<file path="src/rtl/cdc_hs_pkg.sv">
// cdc_hs_pkg: shared handshake FSM state type and default constants for the cdc_hs transmitter/receiver pair.
package cdc_hs_pkg;
  typedef enum logic [1:0] {IDLE, REQ, DROP} hs_state_e;
  localparam int SYNC_STAGES_DEF = 2;
  localparam int TIMEOUT_DEF = 255;
endpackage

</file>
<file path="src/rtl/cdc_sync_bit.sv">
// cdc_sync_bit: multi-flop single-bit synchronizer with synchronous clear.
module cdc_sync_bit #(
  parameter int STAGES = 2
) (
  input  logic clk,
  input  logic rst,
  input  logic d,
  output logic q
);
  logic [STAGES-1:0] ff_q;
  always_ff @(posedge clk) ff_q <= rst ? '0 : {ff_q[STAGES-2:0], d};
  assign q = ff_q[STAGES-1];
endmodule

</file>
<file path="src/rtl/cdc_hs_tx.sv">
// cdc_hs_tx: four-phase req/ack transmitter holding one word across a clock-domain crossing.
// Optional sticky ack-timeout flag enabled by defining CDC_HS_TX_TIMEOUT_EN.
module cdc_hs_tx
  import cdc_hs_pkg::*;
#(
  parameter int DW          = 8,
  parameter int SYNC_STAGES = SYNC_STAGES_DEF,
  parameter int TIMEOUT     = TIMEOUT_DEF
) (
  input  logic          clk,
  input  logic          rst,
  input  logic          up_vld,
  input  logic [DW-1:0] up_data,
  output logic          up_rdy,
  output logic          tx_req,
  output logic [DW-1:0] tx_data,
  input  logic          tx_ack,
  output logic          done,
  output logic          err
);
  hs_state_e     state_q, state_d;
  logic          req_q, req_d, done_q, done_d, low_q, low_d, ack_s;
  logic [DW-1:0] data_q, data_d;
  cdc_sync_bit #(.STAGES(SYNC_STAGES)) u_sync (.clk(clk), .rst(rst), .d(tx_ack), .q(ack_s));
  // low_q records that ack_s has been seen low since acceptance, so a stale ack cannot end REQ
  always_comb begin
    state_d = state_q;
    req_d   = req_q;
    data_d  = data_q;
    low_d   = low_q;
    done_d  = 1'b0;
    if (up_vld && up_rdy) begin
      state_d = REQ;
      req_d   = 1'b1;
      data_d  = up_data;
      low_d   = ~ack_s;
    end else if (state_q == REQ && ack_s && low_q) begin
      state_d = DROP;
      req_d   = 1'b0;
    end else if (state_q == REQ && !ack_s) begin
      low_d = 1'b1;
    end else if (state_q == DROP && !ack_s) begin
      state_d = IDLE;
      done_d  = 1'b1;
    end
  end
  always_ff @(posedge clk) begin
    if (rst) begin
      state_q <= IDLE;
      req_q   <= 1'b0;
      data_q  <= '0;
      low_q   <= 1'b0;
      done_q  <= 1'b0;
    end else begin
      state_q <= state_d;
      req_q   <= req_d;
      data_q  <= data_d;
      low_q   <= low_d;
      done_q  <= done_d;
    end
  end
  assign up_rdy  = state_q == IDLE && !done_q;
  assign tx_req  = req_q;
  assign tx_data = data_q;
  assign done    = done_q;
`ifdef CDC_HS_TX_TIMEOUT_EN
  logic [15:0] cnt_q, cnt_d;
  logic        err_q, err_d;
  always_comb begin
    cnt_d = state_q == IDLE ? '0 : (cnt_q == 16'hFFFF ? cnt_q : cnt_q + 16'd1);
    err_d = err_q || (state_q != IDLE && {16'd0, cnt_q} + 32'd1 == TIMEOUT);
  end
  always_ff @(posedge clk) begin
    if (rst) begin
      cnt_q <= '0;
      err_q <= 1'b0;
    end else begin
      cnt_q <= cnt_d;
      err_q <= err_d;
    end
  end
  assign err = err_q;
`else
  logic unused_timeout;
  assign unused_timeout = |TIMEOUT;
  assign err = 1'b0;
`endif
endmodule

</file>
<file path="config.mk">
export PLATFORM = sky130hd
export DESIGN_NAME = cdc_hs_tx
export DESIGN_NICKNAME = d
export VERILOG_FILES = /design/src/rtl/cdc_hs_pkg.sv /design/src/rtl/cdc_sync_bit.sv /design/src/rtl/cdc_hs_tx.sv
export SDC_FILE = /design/constraint.sdc
export NUM_CORES = 1
export LEC_CHECK = 0
export BUFFER_PORTS_ARGS = -buffer_cell sky130_fd_sc_hd__buf_2
export CAP_MARGIN = 20
export CELL_PAD_IN_SITES_DETAIL_PLACEMENT = 1
export CELL_PAD_IN_SITES_GLOBAL_PLACEMENT = 1
export CORE_MARGIN = 4
export CORE_UTILIZATION = 28
export CTS_CLUSTER_SIZE = 24
export DETAILED_ROUTE_END_ITERATION = 12
export GPL_TIMING_DRIVEN = 0
export PLACE_DENSITY = 0.81
export SYNTH_ARGS = -nofsm -noshare
export SYNTH_HDL_FRONTEND = slang
export SYNTH_HIERARCHICAL = 1
export SYNTH_SLANG_ARGS = --single-unit
</file>
<file path="constraint.sdc">
create_clock -name clk -period 1.36 [get_ports clk]
set_input_delay 0.408 -clock clk [delete_from_list [all_inputs] [get_ports clk]]
set_output_delay 0.408 -clock clk [all_outputs]
set_load 0.05 [all_outputs]
</file>
==> Word level (Yosys, flattened, before mapping) <==
Cells that the tools add are included.
{ "classes": {"n_addsub": 0, "mul": 0, "div": 0, "n_lt_le_gt_ge": 0, "eq_ne": 5, "shifts": 0, "muxes": 10, "bitwise": 1, "reduce_logical": 18} }
{ "op_table": {"columns": ["op", "count"], "rows": [
  ["two-way mux 1 bit", 7],
  ["logical AND 1 bit", 6],
  ["two-way mux 2 bit", 3],
  ["AND reduction 2 bit", 3],
  ["nonzero test 2 bit", 3],
  ["inequality test 2 bit, second input constant", 2],
  ["OR reduction 4 bit", 1],
  ["inequality test 3 bit, second input constant", 1],
  ["nonzero test 3 bit", 1],
  ["equality test 2 x 1 -> 1 bit, second input constant", 1],
  ["equality test 2 bit, second input constant", 1],
  ["logical NOT 1 bit", 2],
  ["logical NOT 2 bit", 1],
  ["OR reduction 2 bit", 1],
  ["NOT 1 bit", 1]
]} }
{ "totals": {"regBits": 15, "latchBits": 0, "mem_bits_rw": 0, "romBits": 0, "in_bits": 12, "output_inout_bits": 12, "word_cells": 41, "mem_count": 0} }

==> Depth between registers and ports, before layout <==
{ "depth": {"ltp_word": 6, "ltp_mapped": 5, "depth_no_buf": 3} }

==> Hierarchy <==
Netlist, hierarchy kept.
{ "by_module_without_submodules": {"columns": ["mod", "instances", "cells_each", "area_each_um2", "seq_area_each_um2"], "rows": [
  ["cdc_hs_tx", 1, 62, 535.5, 260.2],
  ["cdc_sync_bit", 1, 4, 52.6, 40.0]
]} }

==> Worst setup path after synthesis <==
No wires, ideal clock.
{ "synth_timing": {"path_kind": "register to output", "startpoint": "register done_q (netlist: done)", "endpoint": "output up_rdy", "t_arrival_ps": 1640, "required_time_ps": 952, "slack_ps": -688, "stages_incl_launch_ff": 2, "n_path_buf": 0, "path_cell_list": "dfxtp_1 nor3_1"} }
{ "synth_via": {"elab_chain_len": 2} }
{ "synth_lines": {"columns": ["item", "line_no", "rtl"], "rows": [
  ["start, declared", "cdc_hs_tx.sv:22", "logic req_q, req_d, done_q, done_d, low_q, low_d, ack_s;"],
  ["start signal, assigned", "cdc_hs_tx.sv:59", "done_q <= done_d;"],
  ["logical NOT 1 bit", "cdc_hs_tx.sv:62", "assign up_rdy = state_q == IDLE && !done_q;"],
  ["logical AND 1 bit", "cdc_hs_tx.sv:62", null],
  ["end, declared", "cdc_hs_tx.sv:14", "output logic up_rdy,"]
]} }
Every way passes these cells.

==> Final worst setup path <==
{ "layout_timing": {"startpoint": "register state_q[1]", "endpoint": "output up_rdy"} }
{ "layout_via": {"elab_chain_len": 2} }
{ "layout_lines": {"columns": ["item", "line_no", "rtl"], "rows": [
  ["start, declared", "cdc_hs_tx.sv:21", "hs_state_e state_q, state_d;"],
  ["start signal, assigned", "cdc_hs_tx.sv:55", "state_q <= state_d;"],
  ["logical NOT 2 bit", "cdc_hs_tx.sv:62", null],
  ["logical AND 1 bit", "cdc_hs_tx.sv:62", null]
]} }
Every way passes these cells.

==> impl_metrics.env <==
export IMPL_cts_buffers_inserted=3
export IMPL_report_final_slew_viol_count=0
export IMPL_finalCritPeriodShare=1.04
export IMPL_async_reset_ff_frac=0
export IMPL_die_w_um=53.8
export IMPL_failed_checks="setup timing"
export IMPL_antennaDiodeCount=0
export IMPL_count_of_unique_library_cells_instantiated_by_yosys=20
export IMPL_grt_overflow_total=0
export IMPL_postSynth_topFlopCell="dfxtp_1"
export IMPL_grt_max_degree=11
export IMPL_routed_wire_length_per_instance_um=12.7
export IMPL_multiInputGateArea_um2=256
export IMPL_cts_sink_count=15
export IMPL_detail_route_drc_violations=0
export IMPL_boundaryPins=24
export IMPL_critical_path_peak_fanout=3
export IMPL_dp_hpwl_mm=1.04
export IMPL_postSynthAreaPerCell_um2=8.91
export IMPL_floorplan_initialDensity=0.297
export IMPL_setup_viol=1
export IMPL_peakVddDrop_uv=436
export IMPL_total_power_mw=0.962
export IMPL_run_status="complete, but fails checks"
export IMPL_dpl_cell_count=115
export IMPL_die_h_um=53.8
export IMPL_criticalPathCategory="reg2out"
export IMPL_seqCellArea_um2=309
export IMPL_maxClockFrequency_mhz=704
export IMPL_placedInstanceArea_um2=744
export IMPL_min_delay_path_class="in2reg"
export IMPL_final_net_count=107
export IMPL_postLayoutSetupSlackWorst_ns=-0.0606
export IMPL_final_area_um2=805
export IMPL_clk_root_buffer_cell="clkbuf_4"
export IMPL_routed_wl_mm=1.54
export IMPL_layout_filler_cells=253
export IMPL_drt_first_pass_iters=2
export IMPL_synth_most_common_cell="nand2_1"
export IMPL_route_vias_total=556
export IMPL_worst_hold_path_num_cells=2
export IMPL_crit_path_end_kind="output pin"
export IMPL_post_synth_most_frequent_cells="16 x nand2_1, 15 x dfxtp_1, 11 x a21oi_1"
export IMPL_cts_clk_slew_worst_paths_ns=0.10
export IMPL_pwr_density_cell_nw_per_um2=1200
export IMPL_grt_setup_unrepaired="yes"
export IMPL_cts_buffer_depth=2
export IMPL_synth_largest_area_cell="dfxtp_1"
export IMPL_cells_taking_the_most_area_after_synthesis="dfxtp_1 51%, nand2_1 10%, a21oi_1 9.4%, nor4b_4 4.0%, buf_6 3.8%"
export IMPL_clkLatencyLatePin_ns=0.29
export IMPL_grt_pass1_vias=571
export IMPL_grt_first_pass_wirelength_mm=2.39
export IMPL_synthesized_netlist_net_count=78
export IMPL_critPathArrivalTime_ns=1.01
export IMPL_fp_row_count=16
export IMPL_drt_first_iter_violations=1
export IMPL_route_detailed_vias_per_inst=4.60
export IMPL_dieArea_um2=2900
export IMPL_cts_tree="done"
export IMPL_number_of_non_filler_instances_in_the_completed_layout=121
export IMPL_final_setup_skew_ns=0.00259
export IMPL_synth_top_cell_area_share=0.511
export IMPL_final_hold_viol_count=0
export IMPL_htreeDepth=1
export IMPL_count_of_max_cap_constraint_violations=0
export IMPL_postSynthCellCount=66
export IMPL_synth_cell_area_um2=588
export IMPL_cellLeakagePower_nw=0.361
export IMPL_post_route_cells_drive_above_1_share=0.383
export IMPL_postRouteAntennaNets=0
export IMPL_global_route_usage_total=0.120
export IMPL_floorplan_core_area_um2=1980
export IMPL_synth_edff_count=0
export IMPL_post_route_min_period_ns=1.42
export IMPL_setup_worst_path_start_class="flop"
export IMPL_grt_antenna_before_repair=0
export IMPL_buffer_ports_inserted=22
export IMPL_gpl_wtd_cong=0.716
export IMPL_flop_and_latch_count_out_of_synthesis=15
export IMPL_synthToLayoutAreaGrowth_pct=36.8
export IMPL_r2r_cells=4
export IMPL_synth_seq_area_share=0.511
export IMPL_timing_critical_path_required_ns=0.95
export IMPL_yosysWarningCount=6
state kept, by name, summed over array words and instances, names as in the netlist:
register,cells
tx_data,8
state_q,2
u_sync/ff_q,2
done,1
low_q,1
tx_req,1
critical path: stages (launching register included):
cell and delay, ns:
dfxtp_4 0.37, nor3_4 0.18, buf_6 0.18
logic make-up after synthesis:
family,Yosys count,share of synthesized area
other,1,0.00638
buffers and inverters,6,0.0723
AND/OR/NAND/NOR,30,0.281
AO/OA/AOI/OAI,14,0.130
flip-flops,15,0.511
final cells by class:
class / instances / area share
multi-input cells: 45 / 0.319
well taps: 27 / 0.0420
flip-flops and latches: 15 / 0.384
repair buffers: 26 / 0.190
inverters: 1 / 0.00467
clock buffers: 4 / 0.0327
plain buffers: 3 / 0.0280
layer usage:
layer  global-route usage  vias up  part of all wire
li1                     -      272                 -
met1                0.109      263              0.40
met2                0.224       16              0.52
met3               0.0332        5             0.045
met4               0.0894        0             0.031
met5                    0        -                 0
timing repair:
| action | CTS | global route |
|---|---|---|
| pin swaps | 2 | 0 |
| setup endpoints to repair | 10 | 6 |
| hold buffers | 0 | 0 |
| resized for setup | 9 | 1 |
| buffers inserted | 4 | 0 |
path summary, 6_finish.rpt:
check / from / endpoint / slack (ns)
worst max register to register: state_q[0] / tx_data[5] / 0.02
worst min-delay path: tx_ack / u_sync/ff_q[0] / 0.33
worst max-delay path: state_q[1] / up_rdy / -0.06
worst min register to register: tx_data[0] / tx_data[0] / 0.46
power by group:
group | internal [mW] | switching [mW] | leakage, nW
Clock | 0.114 | 0.156 | 0.0150
Combinational | 0.0738 | 0.137 | 0.221
Sequential | 0.464 | 0.0178 | 0.125
metrics by stage:
stage,setup TNS (ns),worst slack [ns],hold slack (ns),util
2_1_floorplan,0,0.0385,0.414,-
3_3_place_gp,-0.161,-0.0246,0.418,0.376
3_5_place_dp,-0.353,-0.0542,0.446,0.376
4_1_cts,-0.0748,-0.0748,0.325,0.404
5_1_grt,-0.151,-0.114,0.327,0.406
6_report,-0.0606,-0.0606,0.331,0.406
layout by cell type, fill, tap and decap left out, types with 2 or more instances in the layout:
cell type / count
nor2b_1: 3
dfxtp_1: 12
nand2_1: 16
buf_2: 20
dfxtp_4: 2
buf_4: 5
buf_6: 3
clkbuf_1: 2
clkbuf_4: 3
nor2_1: 5
a21oi_1: 11
(Power assumes the default switching activity.)
